<file path="config.mk">
export PLATFORM = sky130hd
export DESIGN_NAME = mux2_arbiter
export DESIGN_NICKNAME = d
export VERILOG_FILES = /design/src/rtl/mux2_arbiter.sv
export SDC_FILE = /design/constraint.sdc
export NUM_CORES = 1
export LEC_CHECK = 0
export BUFFER_PORTS_ARGS = -buffer_cell sky130_fd_sc_hd__buf_4
export CORE_ASPECT_RATIO = 0.5
export CORE_UTILIZATION = 39
export DETAILED_ROUTE_END_ITERATION = 12
export PLACE_DENSITY = 0.85
export SETUP_SLACK_MARGIN = 0.4
export SLEW_MARGIN = 20
export SYNTH_ARGS = -nofsm -noshare
export SYNTH_HDL_FRONTEND = slang
export SYNTH_SLANG_ARGS = --single-unit
</file>
<file path="constraint.sdc">
create_clock -name clk -period 2 [get_ports clk]
set_clock_uncertainty 0.05 [all_clocks]
set_input_delay 0.4 -clock clk [delete_from_list [all_inputs] [get_ports clk]]
set_output_delay 0.4 -clock clk [all_outputs]
set_load 0.05 [all_outputs]
</file>
<file path="src/rtl/mux2_arbiter.sv">
// Two-requester round-robin arbiter feeding a one-beat registered output slot.
// Optional macro ARB_LOCK_EN adds a_lock/b_lock so the last grantee can keep ownership.
module mux2_arbiter #(
    parameter int n = 16
) (
    input  logic         clk,
    input  logic         rst,
    input  logic         a_valid,
    input  logic [n-1:0] a_data,
    output logic         a_ready,
    input  logic         b_valid,
    input  logic [n-1:0] b_data,
    output logic         b_ready,
`ifdef ARB_LOCK_EN
    input  logic         a_lock,
    input  logic         b_lock,
`endif
    output logic         out_valid,
    output logic [n-1:0] out_data,
    input  logic         out_ready,
    output logic         select,
    output logic         busy
);

    typedef enum logic [1:0] {
        IDLE   = 2'd0,
        HOLD_A = 2'd1,
        HOLD_B = 2'd2
    } state_t;

    state_t       r_state;
    state_t       w_state_nxt;
    logic [n-1:0] r_data;
    logic         r_select;
    logic         r_last;      // 1 = A granted most recently, 0 = B
    logic         w_out_valid;
    logic         w_free;
    logic         w_lock;
    logic         w_both_pick_a;
    logic         w_pick_a;
    logic         w_pick_b;
    logic         w_grant_a;
    logic         w_grant_b;
    logic         w_drain;

    assign w_out_valid = (r_state != IDLE);
    assign w_free      = !w_out_valid || out_ready;
    assign w_drain     = w_out_valid && out_ready;

`ifdef ARB_LOCK_EN
    // The last grantee keeps the slot under contention while it holds its lock.
    assign w_lock = r_last ? a_lock : b_lock;
`else
    assign w_lock = 1'b0;
`endif

    // Under contention: locked last grantee wins, otherwise the other requester.
    assign w_both_pick_a = w_lock ? r_last : !r_last;
    assign w_pick_a      = a_valid && (!b_valid || w_both_pick_a);
    assign w_pick_b      = b_valid && !w_pick_a;

    // Reset masks the grant so no handshake can be seen while rst is high.
    assign w_grant_a = !rst && w_free && w_pick_a;
    assign w_grant_b = !rst && w_free && w_pick_b;

    assign a_ready   = w_grant_a;
    assign b_ready   = w_grant_b;
    assign out_valid = w_out_valid;
    assign out_data  = r_data;
    assign select    = r_select;
    assign busy      = w_out_valid || a_valid || b_valid;

    // State register.
    always_ff @(posedge clk or posedge rst) begin
        if (rst) begin
            r_state <= IDLE;
        end else begin
            r_state <= w_state_nxt;
        end
    end

    // Next state: a grant refills the slot, a bare drain empties it.
    always_comb begin
        w_state_nxt = r_state;
        if (w_grant_a) begin
            w_state_nxt = HOLD_A;
        end else if (w_grant_b) begin
            w_state_nxt = HOLD_B;
        end else if (w_drain) begin
            w_state_nxt = IDLE;
        end
    end

    // Capture granted payload and source; they persist after a drain.
    always_ff @(posedge clk or posedge rst) begin
        if (rst) begin
            r_data   <= '0;
            r_select <= 1'b0;
        end else if (w_grant_a) begin
            r_data   <= a_data;
            r_select <= 1'b1;
        end else if (w_grant_b) begin
            r_data   <= b_data;
            r_select <= 1'b0;
        end
    end

    // Round-robin pointer moves only on a grant; resets to B so A wins first.
    always_ff @(posedge clk or posedge rst) begin
        if (rst) begin
            r_last <= 1'b0;
        end else if (w_grant_a) begin
            r_last <= 1'b1;
        end else if (w_grant_b) begin
            r_last <= 1'b0;
        end
    end

endmodule

</file>
==> impl_metrics.json, run 1 <==
{
  "internal_power_w": 0.000977,
  "startpoint_type": "register",
  "crit_required_ps": 1550,
  "ant_nets": 0,
  "drive_gt1_frac": 0.573,
  "io_pins": 58,
  "maxSlewViolCount": 0,
  "p_switching_w": 0.000784,
  "clock_power_share": 0.154,
  "hpwl_um": 2060,
  "hold_viol": 0,
  "cp_top_family": "simple AND/OR/NAND/NOR gates",
  "grt_max_degree": 37,
  "ys_seq_area_frac": 0.444,
  "final_area_um2": 1800,
  "max-clock-path-buffers": 2,
  "h-tree-depth": 1,
  "syn_inst": 109,
  "cts_tree": "done",
  "worst_ep_arrival_time_ps": 1460,
  "wl_um": 3490,
  "place.gp.congestion": 0.831,
  "holdWs_ps": 247,
  "synth-main-ff-cell": "dfrtp_1",
  "cp_slowest_stage_delay_ps": 420,
  "maxCapViolations": 0,
  "grt_pass1_wl_um": 4920,
  "syn2layout_area_growth_pct": 68.1,
  "die-area_um2": 2970,
  "chipHeight_um": 39.0,
  "setup_viol": 0,
  "rows": 12,
  "p_leak_nw": 0.840,
  "vdd.ir_drop.worst_uv": 512,
  "fmax_ghz": 0.523,
  "grt_usage": 0.225,
  "drc": 0,
  "grt_pass1_vias": 1039,
  "fp.dieW_um": 76.1,
  "tightestPinTransition_ps": 404,
  "start_util": 0.445,
  "cts_sinks": 19,
  "cts_hold_buffers": 0,
  "grt_overflow": 0,
  "yosys_warnings": 0,
  "finalCritPeriodShare": 0.956,
  "fin_ws_ps": 87.6,
  "avgSynthCellArea_um2": 9.81,
  "synth-edff-count": 0,
  "p_sw_frac": 0.445,
  "async_flop_share": 1.00,
  "vias_per_cell": 5.48,
  "ys_ff_latch": 19,
  "synth_nets": 146,
  "crit_fanout": 4,
  "utilization": 0.748,
  "syn_area_um2": 1070,
  "wl_per_cell_um": 16.4,
  "cpMaxStageDelayCell": "dfrtp_1",
  "p_per_area_nw_per_um2": 979,
  "drt_first_pass_iters": 4,
  "core-area_um2": 2400,
  "max_slew_margin": 0.731,
  "min_period_ps": 1910,
  "p_comb_frac": 0.547,
  "endpoint_kind": "primary output",
  "antenna_found_initial": 0,
  "cts_buffers": 3,
  "seq_power_share": 0.298,
  "clk_latency_ps": 260,
  "placed_area_um2": 1580,
  "dp_slack_ps": 359,
  "drt_iter0_drc": 110,
  "vias": 1167,
  "io_buffers": 57,
  "outcome": "complete, no violations",
  "synth_cell_types": 26,
  "clk_transition_reported_paths_ps": 70,
  "rsz0062_at_grt": "true",
  "nNetsFinal": 216,
  "setup_tns_ps": 0,
  "path_class": "register to primary output",
  "cp_cell_sequence": "or2_4 > or3_4 > buf_8",
  "hold_path.class": "input pin to async pin",
  "ctsRootBufferMaster": "clkbuf_8",
  "critPathBufInv": 1,
  "antenna_cells": 0
}
## metal layers
layer,up-vias,GRT usage,share of wire,wire length [um]
met5,-,0,0,0
met4,0,0.0577,0.015,51
met3,6,0.0588,0.058,202
met2,42,0.445,0.52,1800
met1,565,0.254,0.41,1440
li1,554,-,-,-
## what timing repair did
action	in CTS	in global routing
pin swaps	4	8
endpoints found under the setup margin	3	20
resized for setup	4	13
buffers inserted	4	5
## cells in the final DEF, fill, tap and decap left out, drive strengths merged
cell type / n
o31ai: 16
a31oi: 16
a21bo: 1
a21o: 1
o21ai: 16
or2: 1
nand2b: 1
or3: 1
clkbuf: 3
nand3: 1
nor2: 17
o2bb2ai: 1
nor3: 1
o21bai: 2
buf: 74
dfrtp: 19
o21ba: 1
a21boi: 1
inv: 1
nor2b: 1
clkinv: 2
a32o: 1
## worst paths after layout
kind | slack [ps] | from | depth (start not counted) | endpoint
worst max-delay path | 90 | r_state[0] | 3 | busy
worst min-delay path | 250 | rst | 3 | out_data[1]
worst max register to register | 390 | r_state[0] | 7 | out_data[9]
worst min register to register | 470 | out_data[14] | 2 | out_data[14]
max in group asynchronous | 1350 | rst | 3 | r_last
min in group clk | 390 | a_data[14] | 3 | out_data[14]
## flip-flops by register name (all words and copies together) (netlist names)
register	count
out_data	16
r_state	2
r_last	1
## area by class of cell
| type | count | area [um2] |
|---|---|---|
| Tap cell | 35 | 43.8 |
| Multi-Input combinational cell | 79 | 601 |
| Inverter | 2 | 7.51 |
| Fill cell | 172 | 604 |
| Clock buffer | 3 | 41.3 |
| Sequential cell | 19 | 477 |
| Timing Repair Buffer | 74 | 623 |
| Clock inverter | 1 | 5.00 |
## Yosys cell counts, types with 3 or more instances
library cell  count  area [um2]
clkbuf_1          3        11.3
o31ai_2          10         125
buf_2             4        20.0
nor2_1           17        63.8
o21ai_0          16        80.1
o31ai_1           6        45.0
a31oi_1          16         100
dfrtp_1          19         475
## through the flow
stage | std cells | power, W
after floorplan | 109 | 0.00111
after global placement | 200 | 0.00136
after detailed placement | 200 | 0.00137
after CTS | 208 | 0.00167
after global routing | 213 | 0.00183
final | 213 | 0.00176
## worst min-delay path, delay by kind of cell
family	cells	cell delay [ps]
buffers and inverters	3	570
## cell families after synthesis
family	share of synthesized area
AO/OA/AOI/OAI	0.409
buffers and inverters	0.0538
flip-flops	0.444
AND/OR/NAND/NOR	0.0924
## power by group through the flow
| stage | combinational (W) | sequential (W) | clock [W] |
|---|---|---|---|
| 6_report | 0.000964 | 0.000525 | 0.000272 |
| 5_1_grt | 0.00101 | 0.000535 | 0.000293 |
| 4_1_cts | 0.000872 | 0.000521 | 0.000277 |
| 3_5_place_dp | 0.000837 | 0.000535 | 0 |
| 3_3_place_gp | 0.000827 | 0.000533 | 0 |
| 2_1_floorplan | 0.000288 | 0.000818 | 0 |
Note: power is estimated with default switching activity, not from simulation.
==> run 2: changes to the inputs <==
--- a/config.mk
+++ b/config.mk
@@ -10,7 +10,7 @@
 export CORE_UTILIZATION = 39
 export DETAILED_ROUTE_END_ITERATION = 12
 export PLACE_DENSITY = 0.85
-export SETUP_SLACK_MARGIN = 0.4
+export SETUP_SLACK_MARGIN = 0.3
 export SLEW_MARGIN = 20
 export SYNTH_ARGS = -nofsm -noshare
 export SYNTH_HDL_FRONTEND = slang
==> impl_metrics.json, run 2 (same netlist as run 1, synthesis figures left out) <==
{
  "outcome": "complete, no violations",
  "grt_usage": 0.206,
  "rsz0062_at_grt": "true",
  "r2r_slack_ps": 370,
  "timing.rr.start": "r_state[1]",
  "endpoint_kind": "primary output",
  "hold_path.class": "input pin to async pin",
  "maxSlewViolCount": 0,
  "final_common_cell": "buf_4",
  "drive_gt1_frac": 0.550,
  "cts_buffers": 3,
  "start_util": 0.445,
  "min_period_ps": 1880,
  "wl_per_cell_um": 14.4,
  "place_inst": 198,
  "antenna_found_initial": 0,
  "vdd.ir_drop.worst_uv": 659,
  "chipHeight_um": 39.0,
  "worst_ep_arrival_time_ps": 1430,
  "io_pins": 58,
  "syn2layout_area_growth_pct": 55.8,
  "setup_tns_ps": 0,
  "drt_first_pass_iters": 4,
  "cts_tree": "done",
  "setup_viol": 0,
  "vias": 1130,
  "wl_met2_um": 1560,
  "antenna_cells": 0,
  "fmax_ghz": 0.533,
  "ctsRootBufferMaster": "clkbuf_8",
  "wl_um": 2970,
  "drt_iter0_drc": 62,
  "crit_required_ps": 1550,
  "core-area_um2": 2400,
  "utilization": 0.694,
  "startpoint_type": "register",
  "max_slew_margin": 0.736,
  "dp_slack_ps": 128,
  "max-clock-path-buffers": 2,
  "io_buffers": 57,
  "top_layer": "met4",
  "grt_overflow": 0,
  "p_per_area_nw_per_um2": 1000,
  "rows": 12,
  "finalCritPeriodShare": 0.938,
  "die-area_um2": 2970,
  "cts_sinks": 19,
  "fin_ws_ps": 124,
  "setup.worst_path.end": "busy",
  "fp.dieW_um": 76.1,
  "clk_latency_ps": 260,
  "holdWs_ps": 218,
  "wl_met1_um": 1190,
  "drc": 0,
  "reg2reg_depth": 6,
  "clk_transition_reported_paths_ps": 70,
  "layout.cells.non_filler": 206,
  "h-tree-depth": 1,
  "startpoint": "r_state[0]",
  "nNetsFinal": 209,
  "r2r_end": "out_data[7]",
  "largest_reg_flops": 16,
  "vias_per_cell": 5.49,
  "layout_common_cells": "buf_4, dfrtp_1, a31oi_1, nor2_1, o21ai_0",
  "grt_pass1_vias": 1028,
  "maxCapViolations": 0,
  "path_class": "register to primary output",
  "ant_nets": 0,
  "grt_max_degree": 37,
  "hpwl_um": 2020,
  "grt_pass1_wl_um": 4640,
  "place.gp.congestion": 0.813,
  "tightestPinTransition_ps": 395,
  "route.met3.wl_um": 181,
  "hold_viol": 0,
  "crit_fanout": 4,
  "p_leak_nw": 0.770
}
## run 2: cell count changes in the layout (fill, tap and decap cells not counted), sizes merged
| cell | change |
|---|---|
| buf | -7 |
## run 2: worst max-delay path: stages, from the launching register on
cell	delay (ps)
dfrtp_2	450
or2_4	240
or3_4	320
buf_6	160
## run 2: worst min-delay path by stage
| stage | startpoint | to | slack [ps] | cells after the start |
|---|---|---|---|---|
| 2_1_floorplan | rst | out_data[0] | 410 | 2 |
| 3_3_place_gp | out_data[0] | out_data[0] | 450 | 2 |
| 3_5_place_dp | out_data[1] | out_data[1] | 460 | 2 |
| 4_1_cts | rst | r_state[0] | 210 | 3 |
| 5_1_grt | rst | out_data[4] | 250 | 3 |
| 6_report | rst | out_data[4] | 220 | 3 |
## run 2: where the power goes
group          leakage [nW]  switching (W)  internal, W
clock                0.0255       0.000134     0.000139
sequential            0.234      0.0000529     0.000473
combinational         0.510       0.000562     0.000312
## run 2: final cells by class
cell class | instances | area, um2
fillers | 195 | 736
multi-input cells | 79 | 573
repair buffers | 67 | 518
flip-flops and latches | 19 | 478
well taps | 35 | 43.8
clock buffers | 3 | 41.3
inverters | 2 | 7.51
clock inverters | 1 | 5.00
## run 2: timing repair
item | in CTS | in global routing
setup buffers | 4 | 0
gates resized for setup | 2 | 5
pin swaps | 2 | 0
hold buffers | 0 | 0
endpoints found under the setup margin | 3 | 10
## run 2: per-stage QoR
step / power (W) / cell area [um2]
after floorplan: 0.00111 / 1110
after global placement: 0.00135 / 1560
after detailed placement: 0.00137 / 1560
after CTS: 0.00167 / 1650
after global routing: 0.00176 / 1670
final: 0.00167 / 1670
## run 2: per-layer routing
metal  track usage  vias up
met4        0.0433        0
met1         0.257      544
li1              -      534
met5             0        -
met3        0.0471        4
met2         0.380       48
==> run 3: changes to the inputs <==
--- a/config.mk
+++ b/config.mk
@@ -5,11 +5,12 @@
 export SDC_FILE = /design/constraint.sdc
 export NUM_CORES = 1
 export LEC_CHECK = 0
-export BUFFER_PORTS_ARGS = -buffer_cell sky130_fd_sc_hd__buf_4
+export BUFFER_PORTS_ARGS = -buffer_cell sky130_fd_sc_hd__clkbuf_2
 export CORE_ASPECT_RATIO = 0.5
 export CORE_UTILIZATION = 39
 export DETAILED_ROUTE_END_ITERATION = 12
 export PLACE_DENSITY = 0.85
+export RECOVER_POWER = 50
 export SETUP_SLACK_MARGIN = 0.3
 export SLEW_MARGIN = 20
 export SYNTH_ARGS = -nofsm -noshare
==> impl_metrics.json, run 3 (same netlist as run 1, synthesis figures left out) <==
{
  "outcome": "complete, no violations",
  "finalCritPeriodShare": 0.943,
  "top_layer": "met4",
  "chipHeight_um": 39.0,
  "grt_max_degree": 37,
  "cts_buffers": 3,
  "rows": 12,
  "wl_um": 3070,
  "io_pins": 58,
  "grt_overflow": 0,
  "drive_gt1_frac": 0.482,
  "syn2layout_area_growth_pct": 42.9,
  "multi_input_area_um2": 582,
  "grt_pass1_wl_um": 4880,
  "layout_common_cells": "clkbuf_2, dfrtp_1, a31oi_1, nor2_1, o21ai_0",
  "endpoint_kind": "primary output",
  "cts_hold_buffers": 0,
  "maxCapViolations": 0,
  "path_class": "register to primary output",
  "place_inst": 198,
  "fp.dieW_um": 76.1,
  "cts_sinks": 19,
  "final_common_cell": "clkbuf_2",
  "place.gp.congestion": 0.866,
  "p_per_area_nw_per_um2": 1030,
  "hold_viol": 0,
  "rsz0062_at_grt": "true",
  "vdd.ir_drop.worst_uv": 568,
  "vias": 1137,
  "dp_slack_ps": 274,
  "vias_per_cell": 5.55,
  "maxSlewViolCount": 0,
  "worst_ep_arrival_time_ps": 1440,
  "crit_required_ps": 1550,
  "clk_latency_ps": 250,
  "drt_first_pass_iters": 4,
  "hpwl_um": 2090,
  "grt_pass1_vias": 1141,
  "setup_viol": 0,
  "wl_met2_um": 1530,
  "drt_iter0_drc": 56,
  "max_slew_margin": 0.496,
  "antenna_cells": 0,
  "grt_usage": 0.220,
  "die-area_um2": 2970,
  "tightestPinTransition_ps": 755,
  "largest_reg_flops": 16,
  "fmax_ghz": 0.530,
  "ant_nets": 0,
  "max-clock-path-buffers": 2,
  "wl_per_cell_um": 15.0,
  "setup_tns_ps": 0,
  "ctsRootBufferMaster": "clkbuf_8",
  "drc": 0,
  "route.met3.wl_um": 200,
  "io_buffers": 57,
  "nNetsFinal": 208,
  "startpoint_type": "register",
  "antenna_found_initial": 0,
  "core-area_um2": 2400,
  "wl_met1_um": 1280,
  "hold_path.class": "input pin to register",
  "clk_transition_reported_paths_ps": 70,
  "crit_fanout": 3,
  "start_util": 0.445,
  "seq_area_um2": 478,
  "power_w": 0.00158,
  "p_leak_nw": 0.703,
  "layout.cells.non_filler": 205,
  "fin_ws_ps": 115,
  "utilization": 0.636,
  "min_period_ps": 1890,
  "cts_tree": "done",
  "fillers": 207,
  "h-tree-depth": 1
}
==> run 3: changes by cell type in the layout (fill, tap and decap cells not counted) <==
cell | before | now
o31ai_2 | 11 | 10
clkinv_2 | 1 | 0
o21ba_4 | 0 | 1
nand3_2 | 1 | 0
buf_6 | 4 | 1
clkbuf_2 | 0 | 46
o21ba_2 | 1 | 0
buf_8 | 0 | 3
clkbuf_1 | 0 | 10
o31ai_1 | 5 | 6
buf_4 | 63 | 7
nand3_4 | 0 | 1
==> run 3: worst max-delay path, stage by stage, from the launching register on <==
cell and delay (ps):
dfrtp_1 420, or2_4 270, or3_4 330, buf_8 160
==> run 3: through the flow <==
stage,area [um2],hold WS [ps]
4_1_cts,1510,257
5_1_grt,1530,379
2_1_floorplan,1110,413
3_5_place_dp,1420,453
6_report,1530,365
3_3_place_gp,1420,452
==> run 3: worst paths after layout <==
check	slack, ps	cells past startpoint	endpoint	startpoint
setup / recovery	110	3	busy	r_state[1]
setup reg to reg	360	6	out_data[5]	r_state[0]
min in group asynchronous	430	3	out_data[1]	rst
hold / removal	370	3	out_data[14]	a_data[14]
max in group asynchronous	950	3	r_state[0]	rst
hold reg to reg	470	2	out_data[3]	out_data[3]
==> run 3: what timing repair did <==
| item | 4_1_cts | 5_1_grt |
|---|---|---|
| endpoints found under the setup margin | 3 | 18 |
| resized for setup | 8 | 7 |
| pin swaps | 0 | 3 |
| cloned | 0 | 0 |
| buffers inserted | 1 | 2 |
==> run 3: routing by layer <==
metal / global-route usage / vias to the layer above
met5: 0 / -
met4: 0.135 / 0
met3: 0.0612 / 6
met2: 0.405 / 44
met1: 0.242 / 552
li1: - / 535
==> run 3: area by class of cell <==
type	count	area share
multi-input cells	79	0.381
repair buffers	66	0.244
flip-flops and latches	19	0.313
inverters	2	0.00491
clock buffers	4	0.0295
well taps	35	0.0286
==> run 3: where the power goes <==
| part | leakage [nW] | switching (W) | internal, W |
|---|---|---|---|
| sequential | 0.234 | 0.0000574 | 0.000473 |
| clock | 0.0228 | 0.000124 | 0.000141 |
| combinational | 0.447 | 0.000564 | 0.000222 |
